### src/rtl/core_pkg.sv
// Shared RV32IM core definitions: widths, opcodes and fetch-stage types.
package core_pkg;

    localparam int unsigned XLEN = 32;

    localparam logic [6:0] OPC_LOAD     = 7'b0000011;
    localparam logic [6:0] OPC_MISC_MEM = 7'b0001111;
    localparam logic [6:0] OPC_OP_IMM   = 7'b0010011;
    localparam logic [6:0] OPC_AUIPC    = 7'b0010111;
    localparam logic [6:0] OPC_STORE    = 7'b0100011;
    localparam logic [6:0] OPC_OP       = 7'b0110011;
    localparam logic [6:0] OPC_LUI      = 7'b0110111;
    localparam logic [6:0] OPC_BRANCH   = 7'b1100011;
    localparam logic [6:0] OPC_JALR     = 7'b1100111;
    localparam logic [6:0] OPC_JAL      = 7'b1101111;
    localparam logic [6:0] OPC_SYSTEM   = 7'b1110011;

    // addi x0, x0, 0
    localparam logic [XLEN-1:0] NOP_INSTR = {25'h0, OPC_OP_IMM};

    typedef enum logic [1:0] {IDLE, REQ, WAIT, HOLD} fetch_state_t;

    typedef struct packed {
        logic [XLEN-1:0] pc;
        logic [XLEN-1:0] instr;
    } fetch_entry_t;

endpackage

### src/rtl/fetch_fifo.sv
// Instruction buffer: sync FIFO with flush, plus one reserved slot for the in-flight fetch.
module fetch_fifo
    import core_pkg::*;
#(
    parameter int unsigned DEPTH = 2
) (
    input  logic         clk,
    input  logic         rst,
    input  logic         flush,
    input  logic         push,
    input  fetch_entry_t wdata,
    input  logic         pop,
    input  logic         reserve,
    input  logic         unreserve,
    output fetch_entry_t rdata,
    output logic         empty,
    output logic         reserved,
    output logic         slot_free_next
);
    localparam int unsigned AW = $clog2(DEPTH);
    localparam int unsigned CW = $clog2(DEPTH + 1);

    fetch_entry_t    mem_q [DEPTH];
    logic [AW-1:0]   wr_ptr_q, rd_ptr_q;
    logic [CW-1:0]   count_q, count_d;
    logic            resv_d;

    always_comb begin
        count_d = count_q;
        if (flush) begin
            count_d = '0;
        end else if (push && !pop) begin
            count_d = count_q + CW'(1);
        end else if (!push && pop) begin
            count_d = count_q - CW'(1);
        end
        // Flush leaves the reservation alone: the in-flight response still has to return.
        resv_d = reserve | (reserved & ~unreserve);
    end

    assign slot_free_next = ({1'b0, count_d} + (CW + 1)'(resv_d)) < (CW + 1)'(DEPTH);

    always_ff @(posedge clk or posedge rst) begin
        if (rst) begin
            wr_ptr_q <= '0;
            rd_ptr_q <= '0;
            count_q  <= '0;
            reserved <= 1'b0;
        end else begin
            count_q  <= count_d;
            reserved <= resv_d;
            if (flush) begin
                wr_ptr_q <= '0;
                rd_ptr_q <= '0;
            end else begin
                if (push) wr_ptr_q <= wr_ptr_q + AW'(1);
                if (pop)  rd_ptr_q <= rd_ptr_q + AW'(1);
            end
        end
    end

    always_ff @(posedge clk) begin
        if (push && !flush) mem_q[wr_ptr_q] <= wdata;
    end

    assign rdata = mem_q[rd_ptr_q];
    assign empty = (count_q == '0);

endmodule

### src/rtl/fetch_unit.sv
// RV32IM fetch stage: PC, imem req/gnt/rvalid handshake, instruction buffer, redirects.
// Define FETCH_MISALIGN_TRAP_EN to trap misaligned redirect targets instead of masking them.
module fetch_unit
    import core_pkg::*;
#(
    parameter logic [XLEN-1:0] RESET_PC   = 32'h0000_0000,
    parameter int unsigned     FIFO_DEPTH = 2
) (
    input  logic            clk,
    input  logic            rst,
    output logic            imem_req,
    output logic [XLEN-1:0] imem_addr,
    input  logic            imem_gnt,
    input  logic            imem_rvalid,
    input  logic [XLEN-1:0] imem_rdata,
    input  logic            redirect_valid,
    input  logic [XLEN-1:0] redirect_pc,
    input  logic            stall,
    output logic            if_valid,
    input  logic            if_ready,
    output logic [XLEN-1:0] if_pc,
    output logic [XLEN-1:0] if_instr,
    output logic [6:0]      if_opcode
`ifdef FETCH_MISALIGN_TRAP_EN
    ,
    output logic            fetch_misalign
`endif
);
    fetch_state_t    state_q, state_d;
    logic [XLEN-1:0] pc_q, pc_d, req_pc_q, req_pc_d;
    logic            drop_q, drop_d, trap_q, trap_d;
    logic            granted, rsp, push, pop, inflight_d, allowed, misalign;
    logic            reserved, slot_free_next, fifo_empty;
    fetch_entry_t    head, wentry;

`ifdef FETCH_MISALIGN_TRAP_EN
    logic misalign_q;
    assign misalign = redirect_valid & (redirect_pc[1:0] != 2'b00);
    always_ff @(posedge clk or posedge rst) begin
        if (rst) misalign_q <= 1'b0;
        else     misalign_q <= misalign;
    end
    assign fetch_misalign = misalign_q;
`else
    assign misalign = 1'b0;
`endif

    assign granted    = (state_q == REQ) & imem_gnt;
    assign rsp        = reserved & imem_rvalid;
    assign push       = rsp & ~drop_q & ~redirect_valid;
    assign pop        = if_valid & if_ready & ~redirect_valid;
    assign inflight_d = granted | (reserved & ~imem_rvalid);
    assign allowed    = slot_free_next & ~stall & ~inflight_d & ~trap_q;
    assign wentry     = '{pc: req_pc_q, instr: imem_rdata};

    always_comb begin
        state_d  = state_q;
        pc_d     = pc_q;
        req_pc_d = req_pc_q;
        drop_d   = drop_q;
        trap_d   = trap_q;
        if (granted) begin
            pc_d     = pc_q + 32'd4;
            req_pc_d = pc_q;
        end
        if (rsp) drop_d = 1'b0;
        unique case (state_q)
            IDLE: state_d = REQ;
            REQ:  if (granted) state_d = WAIT;
            WAIT: if (rsp) state_d = allowed ? REQ : HOLD;
            HOLD: if (allowed) state_d = REQ;
            default: state_d = IDLE;
        endcase
        // Redirect overrides everything; a response still owed to us must be discarded.
        if (redirect_valid) begin
            drop_d = inflight_d;
            if (misalign) begin
                pc_d    = pc_q;
                trap_d  = 1'b1;
                state_d = HOLD;
            end else begin
                pc_d    = redirect_pc & ~32'h3;
                trap_d  = 1'b0;
                state_d = inflight_d ? WAIT : REQ;
            end
        end
    end

    always_ff @(posedge clk or posedge rst) begin
        if (rst) begin
            state_q  <= IDLE;
            pc_q     <= RESET_PC;
            req_pc_q <= '0;
            drop_q   <= 1'b0;
            trap_q   <= 1'b0;
        end else begin
            state_q  <= state_d;
            pc_q     <= pc_d;
            req_pc_q <= req_pc_d;
            drop_q   <= drop_d;
            trap_q   <= trap_d;
        end
    end

    fetch_fifo #(
        .DEPTH(FIFO_DEPTH)
    ) u_fifo (
        .clk           (clk),
        .rst           (rst),
        .flush         (redirect_valid),
        .push          (push),
        .wdata         (wentry),
        .pop           (pop),
        .reserve       (granted),
        .unreserve     (rsp),
        .rdata         (head),
        .empty         (fifo_empty),
        .reserved      (reserved),
        .slot_free_next(slot_free_next)
    );

    assign imem_req  = (state_q == REQ);
    assign imem_addr = pc_q;
    assign if_valid  = ~fifo_empty;
    assign if_pc     = if_valid ? head.pc : '0;
    assign if_instr  = if_valid ? head.instr : NOP_INSTR;
    assign if_opcode = if_instr[6:0];

endmodule
### config.mk
export PLATFORM = sky130hd
export DESIGN_NAME = fetch_unit
export DESIGN_NICKNAME = d
export VERILOG_FILES = /design/src/rtl/core_pkg.sv /design/src/rtl/fetch_fifo.sv /design/src/rtl/fetch_unit.sv
export SDC_FILE = /design/constraint.sdc
export NUM_CORES = 1
export LEC_CHECK = 0
export CORE_MARGIN = 10
export CORE_UTILIZATION = 40
export DETAILED_ROUTE_END_ITERATION = 8
export GPL_TIMING_DRIVEN = 0
export PLACE_DENSITY_LB_ADDON = 0.25
export REMOVE_ABC_BUFFERS = 1
export SYNTH_ARGS = -nofsm -noshare
export SYNTH_HDL_FRONTEND = slang
export SYNTH_SLANG_ARGS = --single-unit
### constraint.sdc
create_clock -name clk -period 8.41 [get_ports clk]
set_clock_uncertainty 0.1 [all_clocks]
set_input_delay 1.2615 -clock clk [delete_from_list [all_inputs] [get_ports clk]]
set_output_delay 1.2615 -clock clk [all_outputs]
set_load 0.02 [all_outputs]
## Word-level counts from Yosys, hierarchy flattened

Memory sizes are Yosys's and may differ from the RTL's.
Index checks and enable logic that the tools add are counted.

- Memories kept: 1
- Output and inout bits: 105
- Register bits after elaboration: 72
- Bits in read-only memories: 0
- Bits of input ports: 71
- Latch bits: 0
- Memory bits (writable): 128
- Logic and storage cells: 76

- Mux-type cells: 22
- Eq/ne operators: 6
- Shift operators: 0
- Reductions and logical operators: 13
- Div/mod/pow operators: 0
- Order comparisons: 1
- Bitwise logic cells: 19
- Multipliers: 0
- Add/subtract/negate cells: 6

Memory list:

| name | words | bits a word | rd ports | clocked after Yosys merged registers in | wr ports | line | RTL |
|---|---|---|---|---|---|---|---|
| u_fifo.mem_q | 2 | 64 | 1 | 0 | 1 | fetch_fifo.sv:23 | `fetch_entry_t mem_q [DEPTH];` |

Operators with widths:

| kind | count |
|---|---|
| 32-bit two-way mux | 4 |
| 32-bit by 3-bit adder with 32-bit output, second input constant | 1 |
| 2-bit two-way mux | 9 |
| 1-bit AND | 10 |
| 1-bit two-way mux | 8 |
| 2-bit one-hot mux with 4 select lines | 1 |
| 2-bit nonzero test | 4 |
| 1-bit NOT | 7 |
| 3-bit != test, second input constant | 2 |
| 2-bit == test, second input constant | 2 |
| 2-bit zero test | 2 |
| 2-bit by 1-bit adder with 3-bit output | 1 |
| 1-bit logical AND | 3 |
| 1-bit zero test | 3 |
| 3-bit by 2-bit < comparator with 1-bit output, second input constant | 1 |
| 3-bit by 1-bit != test with 1-bit output, second input constant | 1 |
| 3-bit AND reduction | 1 |
| 1-bit adder, second input constant | 2 |
| 2-bit by 1-bit adder with 2-bit output, second input constant | 1 |
| 2-bit by 1-bit == test with 1-bit output, second input constant | 1 |
| 1-bit bitwise OR | 2 |
| 2-bit by 1-bit subtractor with 2-bit output, second input constant | 1 |

## Longest topological paths before layout

Gate-level depths: netlist of run 1.

- Word-level depth: 16
- Gate-level depth with buffers: 8
- Mapped depth without buffers: 7

## By module

Synthesis of run 1 repeated with hierarchy kept, for this count alone.

- Cell total of the unflattened synthesis: 670
- Area total of the unflattened synthesis: 8539.4 um^2

By module, submodules not included:

| module | area an instance (um^2) | times used | cells each |
|---|---|---|---|
| fetch_fifo | 4882.2 | 1 | 225 |
| fetch_unit | 3657.3 | 1 | 445 |

## Worst setup path after synthesis of run 1

Ideal clock, no wire load.

- Path type: input-to-reg
- Start point: input redirect_valid
- End point: memory u_fifo.mem_q[1][0] in the netlist's numbering (enable)
- Stages: 3
- Arrival: 6.225 ns
- Path buffers: 2
- Path slack: 1.514 ns
- Cells stage by stage: clkbuf_1 -> clkbuf_1 -> nor3b_1

- Cells in the longest elaborated chain, start to end: 5

Ends and longest elaborated chain:

| element | line | RTL |
|---|---|---|
| from (decl) | fetch_unit.sv:16 | `input logic redirect_valid,` |
| 1-bit NOT | fetch_unit.sv:50 | `assign push = rsp & ~drop_q & ~redirect_valid;` |
| 1-bit AND | fetch_unit.sv:50 |  |
| 1-bit logical AND (*) | fetch_fifo.sv:63 | `if (push && !flush) mem_q[wr_ptr_q] <= wdata;` |
| 1-bit two-way mux (*) | fetch_fifo.sv:63 |  |
| 1-bit two-way mux (not written as such) (*) | fetch_fifo.sv:63 |  |
| to (decl) | fetch_fifo.sv:23 |  |

Every way passes the cells marked *; elsewhere a longest branch is shown, timed or not.

## Worst setup path after layout of run 1

- Start point: register u_fifo.count_q[0]
- End point: output if_instr[4]

- Cells in the longest elaborated chain, start to end: 2

Ends and longest elaborated chain:

| element | line | RTL |
|---|---|---|
| from (decl) | fetch_fifo.sv:25 | `logic [CW-1:0] count_q, count_d;` |
| from (signal assigned) | fetch_fifo.sv:50 | `count_q <= count_d;` |
| 2-bit zero test | fetch_fifo.sv:67 | `assign empty = (count_q == '0);` |
| 32-bit two-way mux | fetch_unit.sv:126 | `assign if_instr = if_valid ? head.instr : NOP_INSTR;` |
| to (decl) | fetch_unit.sv:22 | `output logic [XLEN-1:0] if_instr,` |

No other way between the ends.

==> results.py, run 1 <==
metrics = {
    "sta": {
        "relSlewSlack_pct": 40.8,
        "grt_setup_unrepaired": "no",
        "setup_tns_ns": 0,
        "hold_viol": 0,
        "slew_viol_final": 0,
        "period_share_pct": 47.5,
        "min_period_ns": 4.00,
        "setup_ws_ns": 4.41,
        "worst_pin_slew_ns": 0.887,
        "fmax_mhz": 250,
        "setup_viol": 0,
    },
    "floorplanning": {
        "die_h_um": 163,
        "die_area_mm2": 0.0265,
        "core-area_mm2": 0.0201,
        "start_util_pct": 40.5,
        "rows": 52,
        "ios": 176,
        "chipWidth_um": 163,
    },
    "yosys": {
        "synth-seq-cells": 192,
        "synth_xor_area_share_pct": 3.55,
        "synthMuxAreaShare_pct": 12.6,
        "ys.warnings.count": 0,
        "synth_edf_count": 124,
        "async_flop_share_pct": 35.4,
        "synth_top_family_by_area": "multiplexers",
        "synth_area_mm2": 0.00814,
        "synthCells": 593,
        "synth-adder-area-share_pct": 0.768,
        "synthFlopType": "edfxtp_1",
        "ys_seq_area_share_pct": 66.6,
        "synth_simple_gate_area_share_pct": 10.7,
        "syn_area_per_cell_um2": 13.7,
        "synth.distinct_cells": 46,
        "synth_compound_area_share_pct": 2.61,
    },
    "place": {
        "io_buffers": 169,
        "place_ws_ns": 4.67,
        "dp_hpwl_mm": 13.7,
        "globalplace.congestion": 0.780,
    },
    "setup_path": {
        "worst-path-buf-inv": 3,
        "critPathArrivalTime_ns": 2.64,
        "crit_family": "buffers and inverters",
        "cp_common_cell": "inv_1",
        "cp-end-kind": "primary output",
        "critPathKind": "reg2out",
        "cp.required_ns": 7.05,
        "cp_slowest_stage_delay_ns": 0.71,
        "worstSetupStartpointType": "flop",
        "cp_max_fo": 31,
        "crit_slowest_cell": "ha_2",
        "crit_chain": "inv_1 > ha_2 > inv_1 > nand2_1 > clkdlybuf4s50_1",
    },
    "clock_network": {
        "clock_sinks": 192,
        "cts_tree": "done",
        "cts_buffers": 17,
        "post-cts-setup-buffers": 0,
        "cts_resized": 0,
        "htreeDepth": 4,
        "insertion_delay_ns": 0.43,
        "clk_pin_slew_ns": 0.07,
        "cts_max_path_buffers": 2,
        "ctsHoldBuffers": 0,
        "cts_root_buf": "clkbuf_16",
    },
    "routing": {
        "drc": 0,
        "routed-wl-met2_mm": 9.46,
        "routedWlPerCell_um": 18.6,
        "route.top_layer_used": "met4",
        "dr.first_iter.drc_count": 331,
        "met1_length_mm": 8.62,
        "firstDrtPassIters": 4,
        "via_per_inst": 4.95,
        "finalWirelength_mm": 19.5,
        "met3_length_mm": 1.22,
        "via_count": 5180,
        "ant_nets": 0,
    },
    "layout": {
        "fillers": 1664,
        "antennaDiodeCount": 0,
        "nets": 839,
        "multi_input_comb_area_mm2": 0.00249,
        "layout-drive-gt1-share_pct": 12.5,
        "ff_latch_area_mm2": 0.00543,
        "area_growth_pct": 33.2,
    },
    "global_route": {
        "grt.overflow.total": 0,
        "grt_max_degree": 69,
        "antenna_found_initial": 0,
        "grt_usage_pct": 14.4,
        "grt_pass1_wl_mm": 29.9,
        "grt_pass1_vias": 5432,
    },
    "flow_run": {
        "maxCapViolCount": 0,
    },
    "worst_hold_path": {
        "min_path_type": "reg2reg",
    },
    "power": {
        "p_per_area_mw_per_mm2": 309,
        "p_total_mw": 3.35,
        "vdd_drop_max_mv": 0.146,
        "p_leak_nw": 3.88,
    },
    "run_status": {
        "run_status": "finished, final reports clean",
    },
}
[layout make-up]
| class | count | share of cell area (%) |
|---|---|---|
| Tap cell | 270 | 3.12 |
| Clock buffer | 18 | 3.96 |
| Inverter | 10 | 0.369 |
| Clock inverter | 14 | 1.88 |
| Sequential cell | 192 | 50.1 |
| Timing Repair Buffer | 186 | 17.6 |
| Multi-Input combinational cell | 356 | 23.0 |
[power by group]
part / internal, mW / switching [mW]
combinational: 0.557 / 0.621
clock: 0.504 / 0.359
sequential: 1.19 / 0.118
total: 2.25 / 1.10
[kinds of logic after synthesis]
kind of cell,Yosys count
mux,97
compound gates,39
flops,192
fa+ha+maj,5
xor+xnor,33
other cells,1
buf+inv,48
simple gates,178
[synth_stat cells, types with 2 or more instances]
master | number | share of area (%)
nor3_2 | 3 | 0.37
nand2_1 | 49 | 2.3
dfrtp_1 | 68 | 21
mux2_2 | 30 | 4.1
buf_4 | 12 | 1.1
edfxtp_1 | 124 | 46
o21ai_0 | 23 | 1.4
clkbuf_1 | 14 | 0.65
inv_1 | 10 | 0.46
and4_1 | 6 | 0.65
mux2i_1 | 65 | 8.0
o21ai_1 | 9 | 0.55
nor3_1 | 13 | 0.80
and3_1 | 5 | 0.38
nand3_1 | 11 | 0.68
ha_1 | 5 | 0.77
a21oi_1 | 2 | 0.12
xnor2_1 | 22 | 2.4
nor2_1 | 70 | 3.2
and2_1 | 2 | 0.15
nand3_2 | 2 | 0.25
xor2_1 | 11 | 1.2
nand4_1 | 5 | 0.38
buf_6 | 2 | 0.28
buf_2 | 9 | 0.55
[worst paths after layout]
check / startpoint / endpoint / slack [ns] / cells past startpoint
min in group asynchronous: rst / imem_addr[10]$_DFFE_PP0N_ / 1.28 / 2
setup reg to reg: u_fifo.count_q[0]$_DFF_PP0_ / state_q[0]$_DFFE_PP0P_ / 5.72 / 7
setup / recovery: u_fifo.count_q[0]$_DFF_PP0_ / if_instr[4] / 4.41 / 5
hold reg to reg: req_pc_q[9]$_DFFE_PP0P_ / u_fifo.mem_q[0][41]$_DFFE_PP_ / 0.37 / 0
max in group asynchronous: rst / u_fifo.rd_ptr_q$_DFFE_PP0P_ / 6.28 / 2
hold / removal: req_pc_q[9]$_DFFE_PP0P_ / u_fifo.mem_q[0][41]$_DFFE_PP_ / 0.37 / 0
[cell usage in the layout, fill, tap and decap left out, drive strengths merged, types with 2 or more instances in the layout]
master / netlist / layout
a21oi: 2 / 2
inv: 10 / 15
nand2: 49 / 49
conb: 1 / 4
dfrtp: 68 / 68
xor2: 11 / 11
bufinv: 0 / 4
nor2: 70 / 70
and2: 2 / 2
edfxtp: 124 / 124
nand4: 7 / 7
clkinv: 0 / 2
and3: 5 / 5
nor3: 16 / 16
nand3: 13 / 13
o21ai: 32 / 32
and4: 7 / 7
clkinvlp: 0 / 3
mux2: 31 / 31
ha: 5 / 5
buf: 24 / 18
mux2i: 66 / 66
nand3b: 2 / 2
clkdlybuf4s50: 0 / 168
clkbuf: 14 / 18
xnor2: 22 / 22
[metrics by stage]
stage	hold slack (ns)	area (um^2)	instances	utilization, %
after detailed placement	0.353	10200	1014	50.8
after global routing	0.377	10800	1046	53.9
after global placement	0.346	9970	997	49.6
final	0.368	10800	1046	53.9
after CTS	0.369	10800	1046	53.9
after floorplan	0.337	7940	558	-
[registers in the layout, indices dropped and copies added, names as in the netlist]
register / flops
u_fifo.rd_ptr_q: 1
drop_q: 1
u_fifo.wr_ptr_q: 1
req_pc_q: 30
u_fifo.mem_q: 124
state_q: 2
u_fifo.reserved: 1
imem_addr: 30
u_fifo.count_q: 2
[routing by layer]
| metal | GRT usage, % | vias to the layer above |
|---|---|---|
| li1 | - | 2444 |
| met1 | 18.2 | 2571 |
| met2 | 23.6 | 150 |
| met3 | 4.27 | 15 |
| met4 | 4.02 | 0 |
| met5 | 0 | - |
Power figures use the tool's default switching activity.
==> inputs of run 2 (changes only) <==
clock period = 3.9 ns   (was 8.41 ns; I/O delays follow)
==> results of run 2 <==
Same layout as run 1 (identical final DEF). Status: finished, final reports clean.
Main changes from that run: setup slack after placement 4.67 ns -> 0.837 ns; setup slack after layout 4.41 ns -> 0.579 ns; register-to-register setup slack 5.72 ns -> 1.21 ns; total power 3.35 mW -> 7.23 mW; worst IR drop on VDD 0.146 mV -> 0.316 mV
